==> src/rtl/pipe_pkg.sv <==
// Shared pipeline types for the elastic stage registers.
//   fd_payload_t : fetch->decode payload fields (packed, MSB first = pc)
//   FD_W         : payload width used when instantiating the IF/ID stage
//   occ_e        : occupancy of a two-entry skid stage
// fd_pack/fd_unpack convert between the struct and the flat payload bus
// that pipe_skid_reg carries, so stage boundaries stay type-safe.
package pipe_pkg;

  typedef struct packed {
    logic [31:0] pc;
    logic [31:0] instr;
    logic        pred_taken;
    logic [7:0]  pht_idx;
    logic        btb_hit;
    logic [31:0] btb_target;
  } fd_payload_t;

  localparam int FD_W = $bits(fd_payload_t);

  typedef enum logic [1:0] {
    OCC_EMPTY = 2'd0,
    OCC_ONE   = 2'd1,
    OCC_FULL  = 2'd2
  } occ_e;

  function automatic logic [FD_W-1:0] fd_pack(input fd_payload_t p);
    return p;
  endfunction

  function automatic fd_payload_t fd_unpack(input logic [FD_W-1:0] d);
    return fd_payload_t'(d);
  endfunction

endpackage

==> src/rtl/pipe_skid_reg_if.sv <==
// Valid/ready handshake bundle for one elastic pipeline stage.
// Both sides of the stage travel in one bundle:
//   in_valid/in_ready/in_data    : upstream -> stage
//   out_valid/out_ready/out_data : stage -> downstream
// modport slave  : the stage register itself
// modport master : the environment (upstream producer + downstream consumer)
interface pipe_skid_reg_if #(
  parameter int DATA_W = pipe_pkg::FD_W
);
  logic              in_valid;
  logic              in_ready;
  logic [DATA_W-1:0] in_data;
  logic              out_valid;
  logic              out_ready;
  logic [DATA_W-1:0] out_data;

  modport master (
    output in_valid, in_data, out_ready,
    input  in_ready, out_valid, out_data
  );

  modport slave (
    input  in_valid, in_data, out_ready,
    output in_ready, out_valid, out_data
  );
endinterface

==> src/rtl/sat_counter.sv <==
// Saturating up-counter.
//   clk, rst : clock, asynchronous active-high reset (count -> 0)
//   i_inc    : add one this cycle unless already at all-ones
//   i_clr    : synchronous clear, wins over i_inc
//   o_cnt    : current count
module sat_counter #(
  parameter int W = 16
) (
  input  logic         clk,
  input  logic         rst,
  input  logic         i_inc,
  input  logic         i_clr,
  output logic [W-1:0] o_cnt
);

  logic [W-1:0] r_cnt;

  always_ff @(posedge clk or posedge rst) begin
    if (rst) begin
      r_cnt <= '0;
    end else if (i_clr) begin
      r_cnt <= '0;
    end else if (i_inc && (r_cnt != {W{1'b1}})) begin
      r_cnt <= r_cnt + 1'b1;
    end
  end

  assign o_cnt = r_cnt;

endmodule

==> src/rtl/pipe_skid_reg.sv <==
// Elastic pipeline-stage register with a two-entry skid buffer.
// The main entry drives the downstream side; the skid entry catches the
// one payload that arrives while the main entry is stalled. in_ready is
// the inverted skid-valid flop, so backpressure never ripples
// combinationally from out_ready to in_ready.
// Ports:
//   clk, rst : clock, asynchronous active-high reset
//   flush    : synchronous kill of both entries (same-cycle push dropped)
//   bus      : pipe_skid_reg_if.slave handshake bundle (in_* / out_*)
//   bp_cnt   : saturating count of cycles with out_valid & ~out_ready
module pipe_skid_reg
  import pipe_pkg::*;
#(
  parameter int DATA_W   = 106,
  parameter bit ZERO_BUB = 1'b1,
  parameter int CNT_W    = 16
) (
  input  logic             clk,
  input  logic             rst,
  input  logic             flush,
  pipe_skid_reg_if.slave   bus,
  output logic [CNT_W-1:0] bp_cnt
);

  occ_e              r_occ;
  logic              r_m_v;
  logic              r_s_v;
  logic [DATA_W-1:0] r_m_d;
  logic [DATA_W-1:0] r_s_d;

  logic w_push;
  logic w_pop;
  logic w_bp_inc;

  assign w_push   = bus.in_valid & ~r_s_v;
  assign w_pop    = r_m_v & bus.out_ready;
  assign w_bp_inc = r_m_v & ~bus.out_ready;

  // Occupancy FSM; valid flags are kept as their own flops so the
  // handshake outputs come straight from registers.
  always_ff @(posedge clk or posedge rst) begin
    if (rst) begin
      r_occ <= OCC_EMPTY;
      r_m_v <= 1'b0;
      r_s_v <= 1'b0;
      r_m_d <= '0;
      r_s_d <= '0;
    end else if (flush) begin
      // Zero the data too so a killed payload can never leak out,
      // even with ZERO_BUB=0.
      r_occ <= OCC_EMPTY;
      r_m_v <= 1'b0;
      r_s_v <= 1'b0;
      r_m_d <= '0;
      r_s_d <= '0;
    end else begin
      case (r_occ)
        OCC_EMPTY: begin
          if (w_push) begin
            r_occ <= OCC_ONE;
            r_m_v <= 1'b1;
            r_m_d <= bus.in_data;
          end
        end
        OCC_ONE: begin
          if (w_push && w_pop) begin
            r_m_d <= bus.in_data;
          end else if (w_push) begin
            r_occ <= OCC_FULL;
            r_s_v <= 1'b1;
            r_s_d <= bus.in_data;
          end else if (w_pop) begin
            r_occ <= OCC_EMPTY;
            r_m_v <= 1'b0;
          end
        end
        OCC_FULL: begin
          // in_ready is low here, so only a pop can move the state.
          if (w_pop) begin
            r_occ <= OCC_ONE;
            r_s_v <= 1'b0;
            r_m_d <= r_s_d;
          end
        end
        default: begin
          r_occ <= OCC_EMPTY;
          r_m_v <= 1'b0;
          r_s_v <= 1'b0;
        end
      endcase
    end
  end

  assign bus.out_valid = r_m_v;
  assign bus.in_ready  = ~r_s_v;
  assign bus.out_data  = (ZERO_BUB && !r_m_v) ? '0 : r_m_d;

  sat_counter #(
    .W(CNT_W)
  ) u_bp_cnt (
    .clk   (clk),
    .rst   (rst),
    .i_inc (w_bp_inc),
    .i_clr (1'b0),
    .o_cnt (bp_cnt)
  );

endmodule
==> src/flat_wrapper.sv <==
// flat-port wrapper written by rule: the top's interface ports become plain ports
module pipe_skid_reg_flat import pipe_pkg::*;
#(
  parameter int DATA_W   = 106,
  parameter bit ZERO_BUB = 1'b1,
  parameter int CNT_W    = 16
)
  (clk, rst, flush, bp_cnt, bus_in_valid, bus_in_data, bus_out_ready, bus_in_ready, bus_out_valid, bus_out_data);
  pipe_skid_reg_if #(.DATA_W(DATA_W)) bus_i ();
  input  logic clk;
  input  logic rst;
  input  logic flush;
  output logic [CNT_W-1:0] bp_cnt;
  input wire logic [$bits(bus_i.in_valid)-1:0] bus_in_valid;
  input wire logic [$bits(bus_i.in_data)-1:0] bus_in_data;
  input wire logic [$bits(bus_i.out_ready)-1:0] bus_out_ready;
  output wire logic [$bits(bus_i.in_ready)-1:0] bus_in_ready;
  output wire logic [$bits(bus_i.out_valid)-1:0] bus_out_valid;
  output wire logic [$bits(bus_i.out_data)-1:0] bus_out_data;
  assign bus_i.in_valid = bus_in_valid;
  assign bus_i.in_data = bus_in_data;
  assign bus_i.out_ready = bus_out_ready;
  assign bus_in_ready = bus_i.in_ready;
  assign bus_out_valid = bus_i.out_valid;
  assign bus_out_data = bus_i.out_data;
  pipe_skid_reg #(.DATA_W(DATA_W), .ZERO_BUB(ZERO_BUB), .CNT_W(CNT_W)) u_core (.clk(clk), .rst(rst), .flush(flush), .bus(bus_i), .bp_cnt(bp_cnt));
endmodule
==> config.mk <==
export PLATFORM = sky130hd
export DESIGN_NAME = pipe_skid_reg_flat
export DESIGN_NICKNAME = d
export VERILOG_FILES = /design/src/rtl/pipe_pkg.sv /design/src/rtl/pipe_skid_reg_if.sv /design/src/rtl/sat_counter.sv /design/src/rtl/pipe_skid_reg.sv /design/src/flat_wrapper.sv
export SDC_FILE = /design/constraint.sdc
export NUM_CORES = 1
export LEC_CHECK = 0
export BUFFER_PORTS_ARGS = -buffer_cell sky130_fd_sc_hd__buf_4
export CORE_MARGIN = 2
export CORE_UTILIZATION = 40
export CTS_CLUSTER_DIAMETER = 80
export DETAILED_ROUTE_END_ITERATION = 10
export GPL_ROUTABILITY_DRIVEN = 0
export MAX_ROUTING_LAYER = met4
export PLACE_DENSITY_LB_ADDON = 0.25
export SYNTH_ARGS = -nofsm -noshare
export SYNTH_HDL_FRONTEND = slang
export SYNTH_SLANG_ARGS = --single-unit
==> constraint.sdc <==
create_clock -name clk -period 22.5 [get_ports clk]
set_clock_uncertainty 0.1 [all_clocks]
set_input_delay 3.375 -clock clk [delete_from_list [all_inputs] [get_ports clk]]
set_output_delay 3.375 -clock clk [all_outputs]
set_load 0.01 [all_outputs]
* Word-level counts from Yosys, hierarchy flattened
Cells that the tools add are included.
W data, S select, Z words.
** Cells by class
- Add/sub/neg operators :: 1
- Eq/ne operators :: 14
- Mux-type cells :: 25
- Bitwise gates (word level) :: 5
- Reductions and logical operators :: 11
** Operator list (count)
- $mux W106 :: 8
- $pmux W106 S3 :: 1
- $add A16 B1 Y16 const B :: 1
- $ne A16 B16 Y1 const B :: 1
- $ne A3 B2 Y1 const B :: 5
- $mux W2 :: 6
- $reduce_and A4 Y1 :: 3
- $mux W1 :: 7
- $ne A2 B2 Y1 const B :: 3
- $ne A3 B3 Y1 const B :: 2
- $pmux W1 S3 :: 2
- $pmux W2 S3 :: 1
- $reduce_and A5 Y1 :: 1
- $ne A4 B2 Y1 const B :: 1
- $reduce_bool A2 Y1 :: 2
- $reduce_bool A4 Y1 :: 1
- $and A1 B1 Y1 :: 3
- $reduce_and A3 Y1 :: 1
- $eq A2 B1 Y1 const B :: 1
- $eq A2 B2 Y1 const B :: 1
- $logic_and A1 B1 Y1 :: 2
- $logic_not A2 Y1 :: 1
- $not A1 Y1 :: 2
** Word-level totals
- Register bits after elaboration :: 232
- Output and inout bits :: 124
- Logic and storage cells :: 62

* Logic depth before layout (Yosys ltp)
Gate-level depths: netlist of run 1.
- Depth after elaboration :: 6
- Gate-level depth with buffers :: 9
- Gate-level depth less buffers :: 7

* Modules after synthesis
A second synthesis of run 1 with hierarchy kept.
** Unflattened totals
- Cells, all modules :: 1241
- Area, all modules :: 12445.7 sq um
** By module, submodules not included
- pipe_skid_reg :: instances 1, cells each 1140, area an instance 11513.5 sq um, sequential area each 5405.2 sq um
- sat_counter :: instances 1, cells each 101, area an instance 932.1 sq um, sequential area each 400.4 sq um

* Worst setup path before layout of run 1
Ideal clock, no wire load.
- Path type :: in2reg
- Start :: input port bus_in_valid
- End :: register u_core.r_m_d[32]
- Setup time :: 0.148 ns
- Arrival :: 4.489 ns
- Data required time :: 22.252 ns
- Slack :: 17.763 ns
- Stages on the path :: 6
- Path buffers :: 2
- Cells stage by stage :: nor2b_1 a31oi_1 nor3_4 buf_2 buf_2 a211oi_2
** Between the ends
- Word-level cells in the longest chain between the ends :: 4
- Elaborated cells on any way between the ends :: 5
- Those cells by class :: eq/ne (2); bitwise (1); reduce/logical (2)
** Ends and longest elaborated chain
- start: declaration :: RTL line flat_wrapper.sv:14 : input wire logic [$bits(bus_i.in_valid)-1:0] bus_in_valid;
- $and A1 B1 Y1 * :: RTL line pipe_skid_reg.sv:35 : assign w_push = bus.in_valid & ~r_s_v;
- $logic_and A1 B1 Y1 :: RTL line pipe_skid_reg.sv:66 : if (w_push && w_pop) begin
- $ne A3 B2 Y1 (no source line)
- $reduce_and A4 Y1 (no source line) *
- end signal: assignment :: RTL line pipe_skid_reg.sv:62 : r_m_d <= bus.in_data;
- end signal: assignment :: RTL line pipe_skid_reg.sv:67 : r_m_d <= bus.in_data;
- end signal: assignment :: RTL line pipe_skid_reg.sv:82 : r_m_d <= r_s_d;
- end: declaration :: RTL line pipe_skid_reg.sv:28 : logic [DATA_W-1:0] r_m_d;
Every way passes the cells marked *; elsewhere a longest branch is shown, timed or not.
A chain may end at the register's enable or synchronous reset.

* Worst setup path after layout of run 1
- Start :: input port bus_in_valid
- End :: register u_core.r_m_d[60]
Same word-level chain as after synthesis.

==> results of run 1 <==
-- registers in the layout, summed over array words and instances, names as in the netlist --
name and flops:
u_core.r_m_d 106, u_core.r_s_d 106, u_core.u_bp_cnt.o_cnt 16, u_core.r_occ 2
u_core.bus.out_valid 1, u_core.r_s_v 1
-- synth_stat cells, drive strengths merged, types with 2 or more instances --
master	number
buf	34
ha	5
a211oi	108
nand4	9
xnor2	12
dfrtp	232
nor3	2
mux2i	106
nor2	112
and2	106
inv	5
nand3	5
a31oi	3
a21oi	108
nand2	221
and3	4
xor2	3
clkbuf	61
nor2b	3
-- cell families after synthesis --
| kind of cell | Yosys count | synth area share [%] |
|---|---|---|
| compound gates | 223 | 14.7 |
| mux | 107 | 9.49 |
| simple gates | 469 | 18.7 |
| buf+inv | 100 | 4.10 |
| flops | 232 | 51.4 |
| fa+ha+maj | 5 | 0.554 |
| xor+xnor | 15 | 1.16 |
-- area by class of cell --
class	instances	area [sq um]	area share [%]
sequential	232	5810	41.2
multi-input combinational	819	5060	36.0
timing repair buffer	246	1850	13.2
clock buffer	37	763	5.42
tap	378	473	3.36
clock inverter	9	95.1	0.675
inverter	5	26.3	0.187
-- layer usage --
layer  vias to the layer above  track usage, %
met5                         -               -
met4                         0            4.17
met3                        20            2.88
met2                       196            32.5
met1                      4254            26.4
li1                       4260               -
-- metrics by stage --
stage / hold slack [ps] / util [%] / cell area [sq um]
final: 399 / 50.7 / 14100
after global placement: 391 / 47.6 / 13200
after floorplan: 401 / - / 11300
after CTS: 405 / 50.7 / 14100
after global routing: 417 / 50.7 / 14100
after detailed placement: 394 / 47.6 / 13200
-- final timing paths --
| path | from | to | depth (start not counted) |
|---|---|---|---|
| max in group asynchronous | rst | u_core.bus.out_valid | 4 |
| min in group asynchronous | rst | u_core.r_m_d[76] | 2 |
| min reg2reg | u_core.u_bp_cnt.o_cnt[15] | u_core.u_bp_cnt.o_cnt[15] | 1 |
| min | u_core.u_bp_cnt.o_cnt[15] | u_core.u_bp_cnt.o_cnt[15] | 1 |
| max | bus_in_valid | u_core.r_m_d[60] | 8 |
| max reg2reg | u_core.bus.out_valid | u_core.r_m_d[60] | 8 |
-- power by group through the flow --
stage	Clock, mW	Sequential [mW]	Combinational, mW
after detailed placement	0	0.620	0.557
after global placement	0	0.618	0.542
final	0.425	0.613	0.550
after global routing	0.455	0.630	0.617
after floorplan	0	0.591	0.434
after CTS	0.436	0.614	0.559
==> out/qor.yml, run 1 <==
worst_setup_path:
  critPathArrivalTime_ps: 6390
  crit_slowest_cell: "buf_4"
  cp_top_family: "buffers and inverters"
  critical_path_class: "input pin to flip-flop"
  worstSetupEndpointType: "flip-flop"
  crit_chain: "buf_4, nor2b_1, a31oi_1, nor3_4, buf_4, buf_4, nor2_1, a211oi_1"
  slowest_delay_ps: 770
  crit_required_ps: 22810
  worstSetupStartpointType: "input pin"
  crit_buf_inv: 3
  cp_common_cell: "buf_4"
  worstPathMaxFanout: 78
  rrSetupSlack_ps: 17830
global_route:
  grt_pass1_wl_mm: 45.9
  antenna_found_initial: 0
  grt_pass1_vias: 8672
  grt-ovfl-total: 0
  grt_max_degree: 97
  grt_use_total_pct: 19.8
routing:
  drc: 0
  wl_met3_mm: 1.38
  top_layer_used: "met4"
  vias: 8730
  dr.pass1.iters: 5
  routed_wl_mm: 28.7
  routedWlPerCell_um: 16.6
  vias_per_cell: 5.06
  met1_length_mm: 13.0
  drt-initial-drc-count: 607
  ant_nets: 0
  wl_met2_mm: 14.0
timing:
  setup_viol: 0
  hold_viol: 0
  fin_tns_setup_ps: 0
  rsz0062_at_grt: "false"
  max_freq_ghz: 0.165
  finalCritPeriodShare_pct: 27.0
  slew_violations: 0
  finalCriticalPeriod_ps: 6080
  relSlewSlack_pct: 31.7
  worst_slack_ps: 16420
  worst_slew_pin_slew_ps: 1020
clock_tree:
  cts.sinks: 232
  holdBufCountCts: 0
  post_cts_buffers: 0
  cts_tree: "done"
  clkTransAtPathRegs_ps: 60
  root_buffer: "clkbuf_16"
  numCtsBuffers: 26
  clk_path_buf_depth: 3
  cts.htree.levels: 1
  cts_resized: 0
  clk_latency_ps: 510
die:
  die_h_um: 172
  rows: 61
  ios: 235
  core_area_sq_um: 27800
  die_area_sq_um: 29600
  start_util_pct: 40.7
  die_w_um: 172
status:
  outcome: "completed"
placed_design:
  dp_slack_ps: 15900
  dpl.hpwl_mm: 17.6
  port_buffers: 234
  dp_cells: 1680
cells_and_area:
  fillers: 2624
  stdcell_count: 1726
  layout_commonest_cell: "buf_4"
  drive_gt1_share_pct: 25.6
  syn2layout_area_growth_pct: 24.6
  layout_common_cells: "245 x buf_4, 231 x dfrtp_1, 221 x nand2_1, 111 x nor2_1, 108 x a21oi_1"
  layout.nets: 1446
  insertedDiodeCount: 0
logic_synthesis:
  yosys-top-cells-area: "dfrtp_1 51%, mux2i_1 9.4%, nand2_1 7.3%, and2_1 5.9%, a211oi_2 5.5%"
  synth_warnings: 0
  ys_dominant_reg_cell: "dfrtp_1"
  ys_types: 36
  async_reset_ff_share_pct: 100
  synth_top_area_share_pct: 51.4
  yosysTopAreaCell: "dfrtp_1"
  synthCells: 1151
  yosysSeqAreaShare_pct: 51.4
  syn-mean-instance-area_sq_um: 9.82
  ys_seq_elements: 232
  synth_nets: 1267
  synth_edf_count: 0
  syn_area_sq_um: 11300
power_and_ir_drop:
  total_leakage_power_nw: 6.17
  swShare_pct: 36.1
  power.share.clock_pct: 26.8
  switchingPower_uw: 572
  p_int_mw: 1.02
  finalPower_mw: 1.59
  powerDensity_nw_per_um2: 113
  p_comb_share_pct: 34.6
  ir_drop_mv: 0.0873
  power_frac_seq_pct: 38.6
run:
  max_cap_viol_count: 0
worst_hold_path:
  hold_path_class: "flip-flop to flip-flop"
No activity file was read; power rests on OpenSTA's default activity.
==> run 2, diff against run 1 <==
clock period = 5.6 ns   (was 22.5 ns; I/O delays follow)
==> run 2 against run 1 <==
Sequential share of layout area fell by 0.21 points; routed wire length fell by 1.6%; setup slack got worse by 14000 ps; combinational power rose to 4.0 times the previous value; highest routed layer unchanged; critical path type is now flip-flop to flip-flop; worst hold slack got worse by 330 ps; sequential power rose to 4.1 times the previous value; power rose to 4.1 times the previous value; largest cell class unchanged; count of clock-buffer cells in the layout rose by 2; register-to-register slack got worse by 16000 ps.
==> out/qor.yml, run 2 (synthesis results as in run 1) <==
routing:
  drc: 0
  routed_wl_mm: 28.2
  vias_per_cell: 5.04
  routedWlPerCell_um: 16.3
  dr.pass1.iters: 5
  ant_nets: 0
  vias: 8716
  drt-initial-drc-count: 717
global_route:
  grt_max_degree: 137
  grt-ovfl-total: 0
  grt_pass1_wl_mm: 44.9
  grt_pass1_vias: 8426
  grt_use_total_pct: 19.4
  antenna_found_initial: 0
placed_design:
  dpl.hpwl_mm: 16.9
  port_buffers: 234
power_and_ir_drop:
  p_comb_share_pct: 34.1
  p_int_mw: 4.11
  switchingPower_mw: 2.33
  power.share.clock_pct: 27.2
  total_leakage_power_nw: 6.19
  power_frac_seq_pct: 38.7
  swShare_pct: 36.1
  ir_drop_mv: 0.519
  powerDensity_nw_per_um2: 455
timing:
  hold_viol: 0
  slew_violations: 0
  relSlewSlack_pct: 23.7
  rsz0062_at_grt: "false"
  setup_viol: 0
  max_freq_ghz: 0.300
  worst_slew_pin_slew_ps: 1140
  finalCritPeriodShare_pct: 59.6
  fin_tns_setup_ps: 0
  finalCriticalPeriod_ps: 3340
worst_setup_path:
  worstSetupStartpointType: "flip-flop"
  slowest_delay_ps: 1110
  worst_r2r_path_depth: 5
  worstPathMaxFanout: 112
  crit_chain: "nand2_1, nand3_4, buf_4, nand2_1, a21oi_1"
  worstSetupEndpointType: "flip-flop"
  cp_top_family: "flip-flops"
  cp_common_cell: "nand2_1"
  crit_buf_inv: 1
  critical_path_class: "flip-flop to flip-flop"
  crit_slowest_cell: "dfrtp_4"
  crit_required_ps: 5940
  critPathArrivalTime_ps: 3680
  cp.depth: 5
die:
  ios: 235
  die_area_sq_um: 29600
  core_area_sq_um: 27800
  die_w_um: 172
  die_h_um: 172
  start_util_pct: 40.7
  rows: 61
clock_tree:
  numCtsBuffers: 27
  root_buffer: "clkbuf_16"
  cts.sinks: 232
  clk_path_buf_depth: 3
  holdBufCountCts: 0
  cts.htree.levels: 1
  cts_tree: "done"
  clkTransAtPathRegs_ps: 60
  post_cts_buffers: 0
  cts_resized: 0
  clk_latency_ps: 530
cells_and_area:
  layout_common_cells: "240 x buf_4, 231 x dfrtp_1, 221 x nand2_1, 111 x nor2_1, 108 x a21oi_1"
  syn2layout_area_growth_pct: 25.3
  layout_commonest_cell: "buf_4"
  drive_gt1_share_pct: 25.9
  insertedDiodeCount: 0
  layout.nets: 1446
  final_core_util_pct: 51.0
run:
  max_cap_viol_count: 0
worst_hold_path:
  hold_path_class: "input pin to asynchronous set/reset pin"
status:
  outcome: "completed"
run 2: cell count changes in the layout (fill, tap and decap cells not counted), moves of 2 or more:
cell,before,now
buf_4,245,240
inv_6,0,2
clkinvlp_4,0,2
clkbuf_1,5,3
clkbuf_8,6,10
buf_12,0,4
run 2: final timing paths:
path                                            from                         to  slack (ps)
min reg2reg                u_core.u_bp_cnt.o_cnt[15]  u_core.u_bp_cnt.o_cnt[15]         400
min                                              rst           u_core.r_m_d[60]          70
max reg2reg                     u_core.bus.out_valid           u_core.r_s_d[58]        2260
max                             u_core.bus.out_valid           u_core.r_s_d[58]        2260
min in group clk           u_core.u_bp_cnt.o_cnt[15]  u_core.u_bp_cnt.o_cnt[15]         400
max in group asynchronous                        rst       u_core.bus.out_valid        3800
run 2: power by group through the flow:
stage          Clock, mW  Sequential, mW  Combinational, mW
3_5_place_dp           0            2.52               2.22
4_1_cts             1.80            2.50               2.23
5_1_grt             1.87            2.57               2.45
2_1_floorplan          0            2.38               1.75
3_3_place_gp           0            2.50               2.18
6_report            1.75            2.49               2.19
run 2: metrics by stage:
stage	setup WS, ps	hold WS [ps]	std cells	total power, mW	instance area [sq um]
floorplan	1620	401	1151	4.12	11300
global placement	2350	386	1679	4.68	13300
detailed placement	2200	396	1679	4.75	13300
CTS	2180	46.5	1728	6.53	14200
global route	1950	53.6	1728	6.89	14200
finish	2260	73.6	1728	6.44	14200
run 2: final cells by class:
type                            count  area (sq um)
Sequential cell                   232          5810
Fill cell                        2645         13600
Timing Repair Buffer              245          1900
Inverter                            5          22.5
Clock inverter                     10          85.1
Clock buffer                       39           811
Tap cell                          378           473
Multi-Input combinational cell    819          5060
run 2: metal layers:
metal | GRT usage [%] | vias up | routed length [um]
met5 | - | - | 0
li1 | - | 4252 | -
met3 | 3.50 | 30 | 1540
met2 | 31.0 | 216 | 13400
met4 | 4.24 | 0 | 394
met1 | 25.8 | 4218 | 12800
